### src/rtl/zero_out_pkg.sv
// Shared types and helpers for the output-channel FIFO slice.
// The overwrite ring mode is selected with OUT_CHANNEL_OVERWRITE_EN.
package zero_out_pkg;

    localparam int DefMemoryElementWidth = 12;
    localparam int DefCountWidth         = 16;

    typedef logic [DefMemoryElementWidth-1:0] out_elem_t;
    typedef logic [DefCountWidth-1:0]         out_stat_t;

    // Statistics counters stick at all-ones instead of wrapping.
    function automatic out_stat_t sat_inc(input out_stat_t v);
        return (v == {DefCountWidth{1'b1}}) ? v : v + {{(DefCountWidth-1){1'b0}}, 1'b1};
    endfunction

endpackage

### src/rtl/out_channel_ptr.sv
// Modulo-Depth ring pointer with advance enable; Depth need not be a power of two.
module out_channel_ptr
    import zero_out_pkg::*;
#(
    parameter int Depth = 4,
    parameter int PW    = (Depth > 1) ? $clog2(Depth) : 1
) (
    input  logic          clock,
    input  logic          reset,
    input  logic          i_en,
    output logic [PW-1:0] o_ptr
);

    logic [PW-1:0] r_ptr;

    // Pointer register: wraps from Depth-1 back to 0.
    always_ff @(posedge clock) begin
        if (reset) begin
            r_ptr <= {PW{1'b0}};
        end else if (i_en) begin
            r_ptr <= (r_ptr == PW'(Depth - 1)) ? {PW{1'b0}} : r_ptr + PW'(1);
        end else begin
            r_ptr <= r_ptr;
        end
    end

    assign o_ptr = r_ptr;

endmodule

### src/rtl/out_channel_fifo.sv
// Back-pressured output channel for `out` values; first-word-fall-through pop port.
// Define OUT_CHANNEL_OVERWRITE_EN for oldest-element-lost ring behaviour when full.
module out_channel_fifo
    import zero_out_pkg::*;
#(
    parameter int MemoryElementWidth = DefMemoryElementWidth,
    parameter int NOut               = 4,
    parameter int CountWidth         = DefCountWidth,
    parameter int CW                 = $clog2(NOut + 1)
) (
    input  logic                          clock,
    input  logic                          reset,
    input  logic                          push_valid,
    input  logic [MemoryElementWidth-1:0] push_data,
    output logic                          push_ready,
    output logic                          pop_valid,
    output logic [MemoryElementWidth-1:0] pop_data,
    input  logic                          pop_ready,
    input  logic                          program_done,
    output logic [CW-1:0]                 count,
    output logic [CountWidth-1:0]         total_pushed,
    output logic [CountWidth-1:0]         dropped,
    output logic                          drained
);

    localparam int PW = (NOut > 1) ? $clog2(NOut) : 1;

    logic [MemoryElementWidth-1:0] r_mem [NOut];
    logic [CW-1:0]                 r_count;
    out_stat_t                     r_total;
    logic                          r_done_seen;
    logic                          r_drained;
    logic [PW-1:0]                 w_wr_ptr;
    logic [PW-1:0]                 w_rd_ptr;
    logic                          w_push_acc;
    logic                          w_pop_acc;
    logic                          w_drop;
    logic                          w_rd_en;
    logic                          w_full;

    assign w_full     = (r_count == CW'(NOut));
    assign pop_valid  = (r_count != {CW{1'b0}});
    assign pop_data   = r_mem[w_rd_ptr];
    assign w_push_acc = push_valid && push_ready;
    assign w_pop_acc  = pop_valid && pop_ready;

`ifdef OUT_CHANNEL_OVERWRITE_EN
    out_stat_t r_dropped;

    assign push_ready = 1'b1;
    // A push into a full ring with no pop evicts the oldest element.
    assign w_drop     = w_push_acc && w_full && !w_pop_acc;

    // Count of evicted elements.
    always_ff @(posedge clock) begin
        if (reset) begin
            r_dropped <= '0;
        end else if (w_drop) begin
            r_dropped <= sat_inc(r_dropped);
        end else begin
            r_dropped <= r_dropped;
        end
    end

    assign dropped = CountWidth'(r_dropped);
`else
    assign push_ready = !w_full;
    assign w_drop     = 1'b0;
    assign dropped    = {CountWidth{1'b0}};
`endif

    assign w_rd_en = w_pop_acc || w_drop;

    out_channel_ptr #(.Depth(NOut), .PW(PW)) u_wr_ptr (
        .clock (clock),
        .reset (reset),
        .i_en  (w_push_acc),
        .o_ptr (w_wr_ptr)
    );

    out_channel_ptr #(.Depth(NOut), .PW(PW)) u_rd_ptr (
        .clock (clock),
        .reset (reset),
        .i_en  (w_rd_en),
        .o_ptr (w_rd_ptr)
    );

    // Storage is deliberately left unreset; occupancy alone defines validity.
    always_ff @(posedge clock) begin
        if (w_push_acc) begin
            r_mem[w_wr_ptr] <= push_data;
        end
    end

    // Occupancy, push statistics, and drain tracking.
    always_ff @(posedge clock) begin
        if (reset) begin
            r_count     <= {CW{1'b0}};
            r_total     <= '0;
            r_done_seen <= 1'b0;
            r_drained   <= 1'b0;
        end else begin
            if (w_push_acc && !w_pop_acc && !w_drop) begin
                r_count <= r_count + CW'(1);
            end else if (w_pop_acc && !w_push_acc) begin
                r_count <= r_count - CW'(1);
            end else begin
                r_count <= r_count;
            end
            r_total     <= w_push_acc ? sat_inc(r_total) : r_total;
            r_done_seen <= r_done_seen || program_done;
            r_drained   <= r_done_seen && (r_count == {CW{1'b0}});
        end
    end

    assign count        = r_count;
    assign total_pushed = CountWidth'(r_total);
    assign drained      = r_drained;

endmodule
### config.mk
export PLATFORM = sky130hd
export DESIGN_NAME = out_channel_fifo
export DESIGN_NICKNAME = d
export VERILOG_FILES = /design/src/rtl/zero_out_pkg.sv /design/src/rtl/out_channel_ptr.sv /design/src/rtl/out_channel_fifo.sv
export SDC_FILE = /design/constraint.sdc
export NUM_CORES = 1
export LEC_CHECK = 0
export CORE_AREA = 4 4 85 87
export DETAILED_ROUTE_END_ITERATION = 10
export DIE_AREA = 0 0 89 91
export MAX_ROUTING_LAYER = met4
export PLACE_DENSITY = 0.77
export SYNTH_ARGS = -nofsm -noshare
export SYNTH_HDL_FRONTEND = slang
export SYNTH_SLANG_ARGS = --single-unit
### constraint.sdc
create_clock -name clock -period 4.6 [get_ports clock]
set_clock_uncertainty 0.05 [all_clocks]
set_input_delay 0.46 -clock clock [delete_from_list [all_inputs] [get_ports clock]]
set_output_delay 0.46 -clock clock [all_outputs]
set_load 0.1 [all_outputs]
=== After elaboration in Yosys (flattened, before gate mapping) ===
Memories as Yosys holds them, arrays and structs flattened. A register that Yosys moved wholly into a read port is not among the register bits.
Index checks and enable logic that the tools add are counted.

* Register bits: 25
* Memory bits (writable): 48
* Input bits: 17
* Output and inout port bits: 50
* Memories kept: 1

* Add/sub/neg operators: 5
* Equal/unequal tests: 4
* Muxes and demuxes: 8
* Bitwise logic cells: 1
* Reduce and logical (&&, ||, !) cells: 13

{| class="wikitable"
|+ Memories
! name !! depth !! bits a word !! rd ports !! clocked after Yosys merged registers in !! wr ports !! line !! RTL
|-
| r_mem || 4 || 12 || 1 || 1 || 1 || out_channel_fifo.sv:28 || <nowiki>logic [MemoryElementWidth-1:0] r_mem [NOut];</nowiki>
|}

{| class="wikitable"
|+ Operator list
! kind !! count
|-
| 16-bit by 1-bit adder with 16-bit output (second input constant) || 1
|-
| 16-bit == test (second input constant) || 1
|-
| 2-bit two-way mux || 4
|-
| 3-bit two-way mux || 2
|-
| 1-bit logical AND || 5
|-
| 2-bit by 1-bit adder with 2-bit output (second input constant) || 2
|-
| 2-bit == test (second input constant) || 2
|-
| 3-bit by 1-bit adder with 3-bit output (second input constant) || 1
|-
| 3-bit == test (second input constant) || 1
|-
| 1-bit zero test || 3
|-
| 3-bit zero test || 1
|-
| 3-bit nonzero test || 1
|-
| 3-bit by 1-bit subtractor with 3-bit output (second input constant) || 1
|-
| 1-bit two-way mux || 2
|-
| 2-bit AND reduction || 1
|-
| 2-bit nonzero test || 1
|-
| 1-bit logical OR || 1
|-
| 1-bit inverter || 1
|}

=== Longest topological paths before layout ===
Gate-level depths: netlist (run 1).

* Depth in word-level cells: 7
* Gate-level depth with buffers: 10
* Depth with buffers taken out: 10

=== By module ===
From an unflattened synthesis (run 1), not the netlist that was laid out.

* Cell total of the unflattened synthesis: 227
* Area, all modules: 3129.3 um^2

{| class="wikitable"
|+ Modules (own cells, without submodules)
! module !! times used !! cells an instance !! area an instance (um^2)
|-
| out_channel_fifo || 1 || 211 || 2956.6
|-
| out_channel_ptr || 2 || 8 || 86.3
|}

=== Worst setup path before layout (run 1) ===
Ideal clock, no wire load.

* Kind: flip-flop to flip-flop
* From: register r_count[0], in the netlist count[0]
* To: register r_count[2], in the netlist count[2]
* Library setup time: 71 ps
* Data arrival time: 3553 ps
* Path slack: 927 ps
* Cell stages (with the launch flop): 11
* Buffers on the path: 0
* Clock period less this slack: 3673 ps
* Cell sequence: dfxtp_1 -> nor3b_2 -> inv_1 -> nand2_1 -> inv_1 -> ha_1 -> inv_1 -> fa_1 -> xor2_1 -> or3_1 -> a21oi_1

* Longest elaborated chain between the ends: 6

{| class="wikitable"
|+ Ends and longest elaborated chain
! item !! line !! RTL
|-
| start, declared || out_channel_fifo.sv:29 || <nowiki>logic [CW-1:0] r_count;</nowiki>
|-
| start signal, assigned || out_channel_fifo.sv:98 || <nowiki>r_count <= {CW{1'b0}};</nowiki>
|-
| start signal, assigned || out_channel_fifo.sv:104 || <nowiki>r_count <= r_count + CW'(1);</nowiki>
|-
| start signal, assigned || out_channel_fifo.sv:106 || <nowiki>r_count <= r_count - CW'(1);</nowiki>
|-
| 3-bit == test * || out_channel_fifo.sv:41 || <nowiki>assign w_full = (r_count == CW'(NOut));</nowiki>
|-
| 1-bit zero test * || out_channel_fifo.sv:67 || <nowiki>assign push_ready = !w_full;</nowiki>
|-
| named net push_ready || out_channel_fifo.sv:15 || <nowiki>output logic push_ready,</nowiki>
|-
| 1-bit logical AND * || out_channel_fifo.sv:44 || <nowiki>assign w_push_acc = push_valid && push_ready;</nowiki>
|-
| named net u_wr_ptr.i_en || out_channel_ptr.sv:10 || <nowiki>input logic i_en,</nowiki>
|-
| 1-bit zero test || out_channel_fifo.sv:105 || <nowiki>end else if (w_pop_acc && !w_push_acc) begin</nowiki>
|-
| 1-bit logical AND || out_channel_fifo.sv:105 ||
|-
| 2-bit nonzero test (no source line) || n/a ||
|}

Mark *: on every way through the listed nets, which the timed path passes. The rest lies on a longest branch. The select of a mux whose other input is x is not followed.
A chain may end at the register's enable or synchronous reset.

==> results of run 1 <==
==> state kept, by name, indices dropped and copies added (netlist names), named ones only <==
signal,cells
count,3
u_rd_ptr.o_ptr,2
drained,1
u_wr_ptr.o_ptr,2
r_mem,48
r_done_seen,1
total_pushed,16
==> routing by layer <==
metal,global-route usage (%),vias to the layer above,share of wire [%]
met5,-,-,0
met1,20.7,930,45
met3,4.52,12,6.0
met4,6.45,0,1.9
met2,23.2,60,47
li1,-,957,-
==> how the worst max path moves through the flow <==
stage                                 end  depth (start not counted)
floorplan           count[2]$_SDFFE_PP0P_                         10
global placement             pop_data[11]                          2
detailed placement            pop_data[9]                          2
CTS                           pop_data[9]                          2
global route                  pop_data[9]                          2
finish                        pop_data[9]                          2
==> kinds of logic after synthesis <==
logic type | after synthesis | share of synthesized area [%]
multiplexers | 18 | 10.5
flip-flops | 75 | 62.0
AO/OA/AOI/OAI | 27 | 5.09
buffers and inverters | 30 | 5.44
XOR/XNOR | 2 | 0.548
adder cells (fa/ha/maj) | 8 | 3.37
other | 1 | 0.117
AND/OR/NAND/NOR | 69 | 13.0
==> layout make-up <==
class | instances | area (um^2)
clock buffer | 10 | 138
clock inverter | 6 | 71.3
multi-input combinational | 140 | 1100
fill | 486 | 2430
tap | 77 | 96.3
sequential | 75 | 1980
timing repair buffer | 50 | 500
inverter | 9 | 33.8
==> placed cells by master, fill, tap and decap left out, drive strengths merged, types with 5 or more instances in the layout <==
master	netlist	final
a21oi	13	13
and3	5	5
clkbuf	4	10
clkdlybuf4s50	0	50
conb	1	16
dfxtp	27	27
edfxtp	48	48
ha	7	7
inv	9	11
mux4	12	12
nand2	9	9
nand3	5	5
nor2	10	10
nor3	11	11
or3	8	8
==> report_power, final <==
part           switching, mW  total, mW  leakage (nW)  internal [mW]
clock network          0.245      0.515        0.0995          0.270
logic                  0.691      0.928         0.590          0.237
registers             0.0616      0.848         0.660          0.786
total                  0.998       2.29          1.35           1.29
==> metrics by stage <==
stage / std cells / setup slack (ns) / power, mW / hold slack, ns
6_report: 367 / 1.33 / 2.29 / 0.425
5_1_grt: 367 / 1.14 / 2.40 / 0.461
4_1_cts: 367 / 1.25 / 2.31 / 0.422
3_5_place_dp: 351 / 1.63 / 1.80 / 0.403
3_3_place_gp: 351 / 1.72 / 1.79 / 0.389
2_1_floorplan: 245 / 0.927 / 1.61 / 0.377
==> critical path, cell delays in order, from the launching register on <==
cell and delay (ns):
dfxtp_1 0.83, mux4_2 0.60, clkdlybuf4s50_1 0.98
==> summary.txt, run 1 <==
Run status
  – Outcome: finished, final reports clean

STA
  – Max Slew Vio Count: 0
  – Worst slew margin: 32.0%
  – Hold Vio Cnt, Final: 0
  – RSZ-0062 raised after global routing: no
  – Min cycle time layout: 3.27 ns
  – Final worst-path cycle share: 71.0%
  – Actual slew at the worst max-slew pin: 1.02 ns
  – Final setup vio count: 0
  – Fmax: 306 MHz
  – Setup total negative slack: 0 ns

Worst hold path
  – Hold Crit Endpoint: r_done_seen$_SDFF_PP0_
  – Hold path depth: 2
  – Hold wc startpoint: r_done_seen$_SDFF_PP0_
  – Hold Path Class: flop to flop

Detailed routing
  – Total Wirelength: 5660 um
  – Vias per std cell: 5.34
  – Wire per inst: 15.4 um
  – Via count: 1,959
  – Detail Route Antenna Nets: 0
  – First drt pass iteration count: 4
  – Drt first-iter violations: 35
  – DR DRC count: 0

Power and ir drop
  – Leak Pwr: 1.35 nW
  – Maximum vdd drop: 0.623 mV
  – PD cells: 585 mW/mm^2

Global route
  – Largest net degree at the start of global routing: 31
  – First-pass GRT wire length: 9510 um
  – Global route total overflow: 0
  – Overall Global Routing Usage: 15.8%
  – Vias in the first global route: 1,950
  – Initial antenna violation count: 0

Placement
  – IO Port Bufs: 50
  – HPWL Detailed: 3930 um
  – Placed cell areas: 0.00371 mm^2
  – Routability cong.: 0.771

Clock network
  – TritonCTS clock tree: yes
  – CTS buffer count: 9
  – H-tree Lvls: 3
  – Worst-path clk slew: 0.08 ns
  – Hold Buf Count CTS: 0
  – Worst-skew pair later-pin latency: 0.34 ns
  – CTS max path bufs: 2
  – Num Clock Sinks: 75
  – CTS resizes: 0
  – Post-CTS Setup Bufs: 0
  – Clock Tree Root: clkbuf_8

Finish
  – Post-route cell area: 0.00392 mm^2
  – Layout cells sized above 1: 12.8%
  – # diodes: 0
  – Synthesis-to-layout area growth: 22.6%
  – # nets final: 310
  – Fin util: 61.7%

Worst setup path
  – Critical R2R Capture: count[2]$_SDFFE_PP0P_
  – Critical path class: flop to output port
  – R2r setup slk: 2.07 ns
  – Startpoint Class: flop
  – R2R depth: 10
  – Crit path required time: 4.09 ns
  – Worst setup EP type: output port
  – Arrival @ worst endpoint: 2.76 ns
  – FF-to-FF Start: count[0]$_SDFFE_PP0P_
  – Crit path max fanout: 12

Synthesis
  – EDFF count, synth: 48
  – Ys flop type: edfxtp_1
  – Share of flip-flops with an asynchronous set or reset: 0%
  – Synth cell count leaders: 48 x edfxtp_1, 27 x dfxtp_1, 16 x buf_4, 13 x a21oi_1, 12 x mux4_2
  – Yosys top cell by area: edfxtp_1
  – Syn_area_per_cell: 13.9 um^2
  – Warning count from the yosys run: 0
  – Sequential cell area fraction in the yosys report: 62.0%
  – Cells after synthesis: 230
  – Top post-synthesis cells by area: edfxtp_1 45%, dfxtp_1 17%, mux4_2 8.5%, buf_4 3.8%, ha_1 2.7%
  – Yosys top cell area share: 45.1%
  – Most frequent cell after synthesis: edfxtp_1
  – Count of cell types in the netlist: 40
  – Post-Syn Area: 0.00320 mm^2
  – Synth Register Bits: 75

Flow run
  – Max-Cap Viols: 0

Floorplanning
  – Die width: 89 um
  – I/O pins: 67
  – Die Area: 0.00810 mm^2
  – CORE AREA: 0.00635 mm^2
  – Cell Rows: 29
  – Die Ht: 91 um
  – Initial core utilization: 50.3%
Note: power is estimated with default switching activity, not from simulation.
==> run 2, diff against run 1 <==
--- a/config.mk
+++ b/config.mk
@@ -5,11 +5,11 @@
 export SDC_FILE = /design/constraint.sdc
 export NUM_CORES = 1
 export LEC_CHECK = 0
-export CORE_AREA = 4 4 85 87
+export CORE_AREA = 4 4 89 91
 export DETAILED_ROUTE_END_ITERATION = 10
-export DIE_AREA = 0 0 89 91
+export DIE_AREA = 0 0 93 95
 export MAX_ROUTING_LAYER = met4
-export PLACE_DENSITY = 0.77
+export PLACE_DENSITY = 0.73
 export SYNTH_ARGS = -nofsm -noshare
 export SYNTH_HDL_FRONTEND = slang
 export SYNTH_SLANG_ARGS = --single-unit
==> constraint.sdc (replaced) <==
create_clock -name clock -period 2.7 [get_ports clock]
set_clock_uncertainty 0.05 [all_clocks]
set_input_delay 0.27 -clock clock [delete_from_list [all_inputs] [get_ports clock]]
set_output_delay 0.27 -clock clock [all_outputs]
set_load 0.1 [all_outputs]
==> run 2 against run 1 <==
Register-to-register slack got worse by 1.6 ns; clock-buffer cell count decreased by 1; die area increased by 9.1%; critical path type is now flop to flop; largest cell class unchanged; non-clock buffer count increased by 3.
==> summary.txt, run 2 (synthesis results as in run 1) <==
Clock network
  – CTS resizes: 0
  – Clock Tree Root: clkbuf_8
  – Post-CTS Setup Bufs: 0
  – Hold Buf Count CTS: 0
  – TritonCTS clock tree: yes
  – Worst-skew pair later-pin latency: 0.33 ns
  – H-tree Lvls: 3
  – Num Clock Sinks: 75
  – Worst-path clk slew: 0.08 ns
  – CTS max path bufs: 2
  – CTS buffer count: 9

Placement
  – HPWL Detailed: 4030 um
  – Inst Count DP: 376
  – Routability cong.: 0.813
  – IO Port Bufs: 50

Finish
  – Most frequent cells in the layout: 48 x edfxtp_1, 37 x buf_4, 24 x dfxtp_1
  – Largest register FFs: 48
  – Fin util: 54.7%
  – Synthesis-to-layout area growth: 22.2%
  – Commonest non-fill, non-tap cell in the layout: edfxtp_1
  – Biggest register: r_mem
  – Fillcell total: 620
  – # nets final: 313
  – Layout cells sized above 1: 28.7%
  – Final non-filler cell total: 392
  – # diodes: 0

STA
  – Hold Vio Cnt, Final: 0
  – Fmax: 453 MHz
  – Min cycle time layout: 2.21 ns
  – Setup total negative slack: 0 ns
  – Max Slew Vio Count: 0
  – RSZ-0062 raised after global routing: no
  – Final worst-path cycle share: 81.8%
  – Actual slew at the worst max-slew pin: 0.820 ns
  – Final setup vio count: 0
  – Hold WS: 0.429 ns
  – Worst slew margin: 45.2%

Worst setup path
  – Arrival @ worst endpoint: 2.41 ns
  – FF-to-FF Start: count[0]$_SDFFE_PP0P_
  – Worst setup EP type: flop
  – Crit path launch: count[0]$_SDFFE_PP0P_
  – Crit path required time: 2.90 ns
  – Delay-heaviest family, CP: simple AND/OR/NAND/NOR gates
  – Critical path class: flop to flop
  – Crit path buf inv count: 1
  – CP Cell Sequence: or3_4 -> nand2_1 -> ha_4 -> inv_2 -> fa_2 -> xor2_1 -> or3_1 -> a21oi_1
  – Crit path max fanout: 5
  – Crit-path slowest cell: or3_4
  – Worst path max stage delay: 0.40 ns
  – Startpoint Class: flop

Power and ir drop
  – Total power: 3.87 mW
  – Maximum vdd drop: 1.34 mV
  – Leak Pwr: 1.40 nW
  – PD cells: 991 mW/mm^2

Worst hold path
  – Hold wc startpoint: r_done_seen$_SDFF_PP0_
  – Hold Path Class: flop to flop

Global route
  – Vias in the first global route: 1,942
  – Largest net degree at the start of global routing: 24
  – First-pass GRT wire length: 9330 um
  – Global route total overflow: 0
  – Overall Global Routing Usage: 14.2%
  – Initial antenna violation count: 0

Detailed routing
  – First drt pass iteration count: 4
  – Via count: 1,952
  – DR DRC count: 0
  – Drt first-iter violations: 92
  – Wire per inst: 14.8 um
  – Detail Route Antenna Nets: 0
  – Vias per std cell: 4.98
  – Total Wirelength: 5800 um

Flow run
  – Max-Cap Viols: 0

Floorplanning
  – Cell Rows: 31
  – Initial core utilization: 44.8%
  – Die Area: 0.00884 mm^2
  – Die width: 93 um
  – CORE AREA: 0.00714 mm^2
  – I/O pins: 67
  – Die Ht: 95 um

Run status
  – Outcome: finished, final reports clean
[run 2: changes by cell type in the layout (fill, tap and decap cells not counted), moves of 2 or more]
cell / before / now
clkdlybuf4s50_1: 50 / 16
buf_4: 0 / 37
dfxtp_2: 0 / 2
dfxtp_1: 27 / 24
inv_1: 9 / 6
[run 2: final timing paths]
check / slack [ns] / endpoint / cells after the start
min reg2reg: 0.43 / r_done_seen$_SDFF_PP0_ / 2
max reg2reg: 0.49 / count[2]$_SDFFE_PP0P_ / 8
min: 0.43 / r_done_seen$_SDFF_PP0_ / 2
max: 0.49 / count[2]$_SDFFE_PP0P_ / 8
[run 2: through the flow]
| step | instance area (um^2) | setup WS [ns] |
|---|---|---|
| after global routing | 3910 | 0.327 |
| after floorplan | 3300 | -0.0351 |
| after CTS | 3910 | 0.463 |
| after detailed placement | 3720 | 0.343 |
| after global placement | 3720 | 0.417 |
| final | 3910 | 0.491 |
[run 2: layer usage]
metal	up-vias	wire length, um	track usage [%]
li1	963	-	-
met1	925	2630	17.9
met2	60	2780	22.1
met3	4	343	3.43
met4	0	52	5.86
met5	-	0	-
[run 2: final cells by class]
cell class                      count  area [um^2]  area share, %
Inverter                            9         40.0           1.02
Tap cell                           99          124           3.17
Sequential cell                    75         1990           50.9
Multi-Input combinational cell    140         1130           29.0
Timing Repair Buffer               53          438           11.2
Clock buffer                        9          124           3.17
Clock inverter                      7         61.3           1.57
[run 2: worst reg2reg max path, stage by stage (launching register included)]
cell,delay [ns]
dfxtp_2,0.37
or3_4,0.40
nand2_1,0.17
ha_4,0.17
inv_2,0.04
fa_2,0.35
xor2_1,0.15
or3_1,0.30
a21oi_1,0.12
[run 2: report_power, final]
part	switching, mW	total (mW)	internal (mW)
clock	0.446	0.795	0.349
sequential	0.0838	1.43	1.35
combinational	1.23	1.65	0.412
